## src/rtl/riscv_pkg.sv

```systemverilog
// Shared RISC-V definitions for the write-back stage.
//   XLEN          default datapath width
//   result_src_e  write-back result source select
//   F3_*          load funct3 encodings
package riscv_pkg;

    localparam int XLEN = 32;

    typedef enum logic [1:0] {
        RES_ALU = 2'b00,
        RES_MEM = 2'b01,
        RES_PC4 = 2'b10,
        RES_IMM = 2'b11
    } result_src_e;

    localparam logic [2:0] F3_LB  = 3'b000;
    localparam logic [2:0] F3_LH  = 3'b001;
    localparam logic [2:0] F3_LW  = 3'b010;
    localparam logic [2:0] F3_LD  = 3'b011;
    localparam logic [2:0] F3_LBU = 3'b100;
    localparam logic [2:0] F3_LHU = 3'b101;
    localparam logic [2:0] F3_LWU = 3'b110;

endpackage

```

## src/rtl/load_ext.sv

```systemverilog
// Load data extraction: selects the addressed byte/half/word/double out of
// the raw aligned memory word and sign- or zero-extends it to XLEN.
// Ports:
//   i_funct3    load funct3
//   i_offset    byte offset within the XLEN-wide word
//   i_raw       raw aligned memory word
//   o_data      extended load data (raw word for illegal funct3)
//   o_misalign  offset not naturally aligned for the access size
module load_ext
    import riscv_pkg::*;
#(
    parameter int XLEN = riscv_pkg::XLEN
) (
    input  logic [2:0]                  i_funct3,
    input  logic [$clog2(XLEN/8)-1:0]   i_offset,
    input  logic [XLEN-1:0]             i_raw,
    output logic [XLEN-1:0]             o_data,
    output logic                        o_misalign
);

    logic [XLEN-1:0] w_shifted;

    // Bring the addressed byte down to bit 0; the case below then only
    // has to pick a width and an extension.
    assign w_shifted = i_raw >> {i_offset, 3'b000};

    always_comb begin
        o_data     = i_raw;
        o_misalign = 1'b0;
        case (i_funct3)
            F3_LB:  o_data = XLEN'($signed(w_shifted[7:0]));
            F3_LBU: o_data = XLEN'(w_shifted[7:0]);
            F3_LH: begin
                o_data     = XLEN'($signed(w_shifted[15:0]));
                o_misalign = i_offset[0];
            end
            F3_LHU: begin
                o_data     = XLEN'(w_shifted[15:0]);
                o_misalign = i_offset[0];
            end
            F3_LW: begin
                o_data     = XLEN'($signed(w_shifted[31:0]));
                o_misalign = |i_offset[1:0];
            end
            // LWU and LD exist only on RV64; on RV32 they fall through to
            // the raw word with no misalignment flag.
            F3_LWU: begin
                if (XLEN == 64) begin
                    o_data     = XLEN'(w_shifted[31:0]);
                    o_misalign = |i_offset[1:0];
                end
            end
            F3_LD: begin
                if (XLEN == 64) begin
                    o_data     = w_shifted;
                    o_misalign = |i_offset;
                end
            end
            default: ;
        endcase
    end

endmodule

```

## src/rtl/wb_stage.sv

```systemverilog
// Write-back stage: MEM/WB pipeline register, result select, load
// extraction and retired-instruction counter.
// Ports:
//   clk, rst                 clock, asynchronous active-low reset
//   StallW, FlushW           hold / bubble control for the MEM/WB register
//   ValidM ... RdM           M-stage instruction fields
//   ValidW, RegWriteW, RdW   W-stage instruction state and register write
//   ResultW                  selected write-back value
//   LoadMisalignW            W-stage load is not naturally aligned
//   InstRetW                 retired-instruction count (wraps)
//
// Pipeline control: on each rising edge FlushW=1 clears valid/regwrite
// (independent of StallW); otherwise StallW=1 holds the register and
// StallW=0 captures the M inputs. An instruction retires on an edge where
// it sits valid in W and StallW=0, whether or not FlushW is set.
module wb_stage
    import riscv_pkg::*;
#(
    parameter int XLEN  = riscv_pkg::XLEN,
    parameter int CNT_W = 64
) (
    input  logic              clk,
    input  logic              rst,
    input  logic              StallW,
    input  logic              FlushW,
    input  logic              ValidM,
    input  logic              RegWriteM,
    input  logic [1:0]        ResultSrcM,
    input  logic [2:0]        LoadTypeM,
    input  logic [XLEN-1:0]   ALUResultM,
    input  logic [XLEN-1:0]   ReadDataM,
    input  logic [XLEN-1:0]   PCPlus4M,
    input  logic [XLEN-1:0]   ImmExtM,
    input  logic [4:0]        RdM,
    output logic              ValidW,
    output logic              RegWriteW,
    output logic [XLEN-1:0]   ResultW,
    output logic [4:0]        RdW,
    output logic              LoadMisalignW,
    output logic [CNT_W-1:0]  InstRetW
);

    localparam int OFFW = $clog2(XLEN/8);

    logic              r_valid;
    logic              r_regwrite;
    result_src_e       r_src;
    logic [2:0]        r_ltype;
    logic [XLEN-1:0]   r_alu;
    logic [XLEN-1:0]   r_rdata;
    logic [XLEN-1:0]   r_pc4;
    logic [XLEN-1:0]   r_imm;
    logic [4:0]        r_rd;
    logic [CNT_W-1:0]  r_instret;

    logic [XLEN-1:0]   w_load_data;
    logic              w_load_mis;

    always_ff @(posedge clk or negedge rst) begin
        if (!rst) begin
            r_valid    <= 1'b0;
            r_regwrite <= 1'b0;
            r_src      <= RES_ALU;
            r_ltype    <= 3'b000;
            r_alu      <= '0;
            r_rdata    <= '0;
            r_pc4      <= '0;
            r_imm      <= '0;
            r_rd       <= 5'd0;
            r_instret  <= '0;
        end else begin
            // Counts the instruction leaving W, so a simultaneous flush of
            // the incoming slot does not hide it.
            if (r_valid && !StallW) begin
                r_instret <= r_instret + CNT_W'(1);
            end
            if (FlushW) begin
                r_valid    <= 1'b0;
                r_regwrite <= 1'b0;
            end else if (!StallW) begin
                r_valid    <= ValidM;
                r_regwrite <= RegWriteM;
                r_src      <= result_src_e'(ResultSrcM);
                r_ltype    <= LoadTypeM;
                r_alu      <= ALUResultM;
                r_rdata    <= ReadDataM;
                r_pc4      <= PCPlus4M;
                r_imm      <= ImmExtM;
                r_rd       <= RdM;
            end
        end
    end

    load_ext #(
        .XLEN (XLEN)
    ) u_load_ext (
        .i_funct3   (r_ltype),
        .i_offset   (r_alu[OFFW-1:0]),
        .i_raw      (r_rdata),
        .o_data     (w_load_data),
        .o_misalign (w_load_mis)
    );

    always_comb begin
        ResultW = r_alu;
        case (r_src)
            RES_ALU: ResultW = r_alu;
            RES_MEM: ResultW = w_load_data;
            RES_PC4: ResultW = r_pc4;
            RES_IMM: ResultW = r_imm;
            default: ResultW = r_alu;
        endcase
    end

    assign ValidW        = r_valid;
    assign RdW           = r_rd;
    assign InstRetW      = r_instret;
    assign LoadMisalignW = r_valid & (r_src == RES_MEM) & w_load_mis;
    // A misaligned load still retires but must not write the register file.
    assign RegWriteW     = r_regwrite & r_valid & (r_rd != 5'd0) & ~LoadMisalignW;

endmodule

```

## config.mk

```make
export PLATFORM = sky130hd
export DESIGN_NAME = wb_stage
export DESIGN_NICKNAME = d
export VERILOG_FILES = /design/src/rtl/riscv_pkg.sv /design/src/rtl/load_ext.sv /design/src/rtl/wb_stage.sv
export SDC_FILE = /design/constraint.sdc
export NUM_CORES = 1
export LEC_CHECK = 0
export ABC_AREA = 1
export BUFFER_PORTS_ARGS = -buffer_cell sky130_fd_sc_hd__buf_2
export CAP_MARGIN = 20
export CORE_MARGIN = 5
export CORE_UTILIZATION = 40
export CTS_CLUSTER_DIAMETER = 50
export DETAILED_ROUTE_END_ITERATION = 10
export SLEW_MARGIN = 20
export SYNTH_ARGS = -nofsm -noshare
export SYNTH_HDL_FRONTEND = slang
export SYNTH_SLANG_ARGS = --single-unit
```

## constraint.sdc

```tcl
create_clock -name clk -period 4.1 [get_ports clk]
set_input_delay 0.41 -clock clk [delete_from_list [all_inputs] [get_ports clk]]
set_output_delay 0.41 -clock clk [all_outputs]
set_load 0.1 [all_outputs]
```

==> impl_metrics.toml <==
[grt]
grt_pass1_vias = 10400
grt_antenna_before_repair = 9
grt_util_all_layers_pct = 23.0
grt_max_degree = 222
grt_remaining_overflow = 0
grt_pass1_wl_um = 57100

[synth]
synthTopCellsByArea = "dfrtp_1 (46%), nand2_1 (19%), o21ai_0 (6.2%), inv_1 (4.6%), nor2_1 (3.8%)"
synthFlopType = "dfrtp_1"
synth_common_cells = "nand2_1 (570), dfrtp_1 (204), o21ai_0 (137)"
ys_types = 37
yosys_warnings = 0
ys_seq_elements = 204
synthCells = 1494
avgSynthCellArea_um2 = 7.39
ys_seq_area_share_pct = 46.3
netlist_area_um2 = 11000
synth_top_area_share_pct = 46.3
synthMostInstantiatedCell = "nand2_1"
synth_edf_count = 0
synth-async-reset-ratio_pct = 100
syn-num-nets = 1639
synth_top_cell_by_area = "dfrtp_1"

[placed_design]
pre_cts_ws_ps = 912
gp_congestion = 0.908
io_buffers = 247
hpwl_um = 26700

[power]
internal_power_uw = 4070
clockPowerShare_pct = 36.5
power.switching_uw = 2790
swShare_pct = 40.7
pwr-share-comb_pct = 28.5
peakVddDrop_mv = 0.301
powerDensity_nw_per_um2 = 506
seqPwrFrac_pct = 35.1
leakage_uw = 0.00690

[setup_path]
critPathMostFrequentCell = "nor2_1"
timing.rr.start = "InstRetW[0]$_DFFE_PN0P_"
crit_required_ps = 3690
critical_path.max_fanout = 22
start_kind = "flip-flop"
rr_worst_depth = 8
cpPeakStageDelay_ps = 610
end_kind = "output port"
reg2reg_to = "InstRetW[42]$_DFFE_PN0P_"
path_cells = "nor2_1, nor2_1, buf_4, inv_1, nand2_1, o21bai_1, nand3b_1, buf_2"
slowest_stage = "nand2_1"
critPathArrivalTime_ps = 3340
ff2ff_setup_slack_ps = 2190
critPathKind = "flip-flop to output port"

[clocking]
cts_buffer_depth = 3
postCtsHoldBufs = 0
cts_max_level = 1
numCtsBuffers = 30
cts_resized = 0
clk_root_buffer_cell = "clkbuf_16"
path_clk_slew_ps = 60
clock_sinks = 204
cts_setup_buffers = 0
clk_latency_ps = 550
cts_tree = "built"

[detailed_routing]
drtIter0Drc = 671
dr_total_vias = 10600
wl_per_cell_um = 17.4
wl_um = 36500
ant_nets = 0
dr.pass1.iters = 5
drcViolationCount = 0
drt-vias-per-instance = 5.06

[layout]
final_layout_size_suffix_gt1_share_pct = 20.8
syn_to_final_growth_pct = 22.8
nFillCells = 2746
final_nets = 1867

[timing]
fin_setup_tns_ps = 0
hold_viol_final = 17
period_share_pct = 91.5
timing_max_transition_violations_final = 0
max-slew-margin-rel_pct = 35.8
setup_slack_ps = 347
fin_hold_ws_ps = -12.8
period_minus_slack_ps = 3750
setup_viol = 0
rsz0062_at_grt = "no"
fmax_mhz = 266
worstMarginPinSlew_ps = 962
fin_skew_ps = 8.06

[job]
cap_violations = 0

[floorplanning]
dieArea_um2 = 31000
die_h_um = 176
core-area_um2 = 27000
start_util_pct = 40.8
io-pin-count = 248
fp.dieW_um = 176
rows = 60

[status]
failed_checks = "negative hold slack"
run_status = "finished, violations left"

[hold_path]
hold_path.class = "primary input to async pin"
==> worst max-delay path, delay by kind of cell (launching register included) <==
family | cells | cell delay (ps)
buffers and inverters | 3 | 1000
AND/OR/NAND/NOR | 4 | 930
flip-flops | 1 | 430
AO/OA/AOI/OAI | 1 | 420
==> flip-flops by register name, summed over array words and instances (netlist names) <==
signal and count:
InstRetW 64, r_alu 32, r_regwrite 1, r_rdata 32, ValidW 1, r_ltype 3, r_src 2, r_imm 32
r_pc4 32, RdW 5
==> cell type report <==
| type | count | area, µm² | area share [%] |
|---|---|---|---|
| multi-input cells | 1086 | 5140 | 37.9 |
| flip-flops and latches | 204 | 5100 | 37.7 |
| repair buffers | 258 | 1350 | 9.98 |
| clock buffers | 34 | 817 | 6.03 |
| inverters | 142 | 534 | 3.94 |
| well taps | 341 | 427 | 3.15 |
| clock inverters | 22 | 173 | 1.27 |
| diodes | 5 | 12.5 | 0.0923 |
==> layout by cell type, fill, tap and decap left out, types with 2 or more instances in the layout <==
cell        instances
nor2_4              9
nor2_1            109
inv_1             135
nand2_2             6
o21ai_1             3
o211ai_1            9
inv_8               2
o22ai_1            33
xnor2_1            20
buf_12              2
o21ai_0           137
nor2_2             13
nand3_1            46
dfrtp_1           204
nand3_4             2
inv_2               6
nand2_1           570
clkbuf_16          31
nor2_8              2
xor2_1             17
buf_4               9
buf_2             246
o21bai_1           20
clkbuf_8            4
inv_6               7
clkinv_2            6
diode_2             5
nor3_1              9
nand2_4             3
a21oi_1            19
nand3_2             3
nand3b_1           26
clkinvlp_4          5
nand4_1            21
clkinv_4            3
==> cells by family (layout without fill, tap and decap cells) <==
| kind of cell | Yosys count | count (layout) | synth area share, % |
|---|---|---|---|
| compound gates | 223 | 223 | 11.2 |
| xor+xnor | 37 | 37 | 2.94 |
| fa+ha+maj | 1 | 1 | 0.113 |
| buf+inv | 204 | 456 | 7.32 |
| flops | 204 | 204 | 46.3 |
| other cells | 0 | 5 | 0 |
| simple gates | 825 | 825 | 32.2 |
==> power by group through the flow <==
stage | clock, µW | combinational [µW] | sequential [µW]
after CTS | 2540 | 1960 | 2400
after global placement | 0 | 1940 | 2430
final | 2500 | 1950 | 2410
after floorplan | 0 | 1210 | 2660
after global routing | 2630 | 2080 | 2430
after detailed placement | 0 | 1960 | 2430
==> per-stage QoR <==
step | hold WS (ps) | util (%) | std cells | total power (µW) | instance area, µm²
2_1_floorplan | 114 | - | 1494 | 3880 | 11000
3_3_place_gp | 456 | 46.4 | 2031 | 4380 | 12600
3_5_place_dp | 459 | 46.4 | 2031 | 4390 | 12600
4_1_cts | 24.5 | 50.1 | 2087 | 6910 | 13500
5_1_grt | 55.5 | 50.2 | 2092 | 7140 | 13600
6_report | -12.8 | 50.2 | 2092 | 6860 | 13600
==> how the worst max path moves through the flow <==
stage,from,endpoint,slack [ps]
after floorplan,ValidW$_DFFE_PN0P_,RegWriteW,820
after global placement,r_ltype[0]$_DFFE_PN0P_,ResultW[23],980
after detailed placement,r_ltype[0]$_DFFE_PN0P_,ResultW[23],910
after CTS,r_ltype[0]$_DFFE_PN0P_,ResultW[23],330
after global routing,r_ltype[0]$_DFFE_PN0P_,ResultW[23],120
final,r_ltype[0]$_DFFE_PN0P_,ResultW[23],350
==> per-layer routing <==
metal	share of wire, %	vias up	track usage, %
li1	-	5216	-
met1	42	4971	29.3
met2	48	305	39.3
met3	6.3	76	5.05
met4	2.8	8	6.95
met5	0.17	-	0
Power figures use the tool's default switching activity.
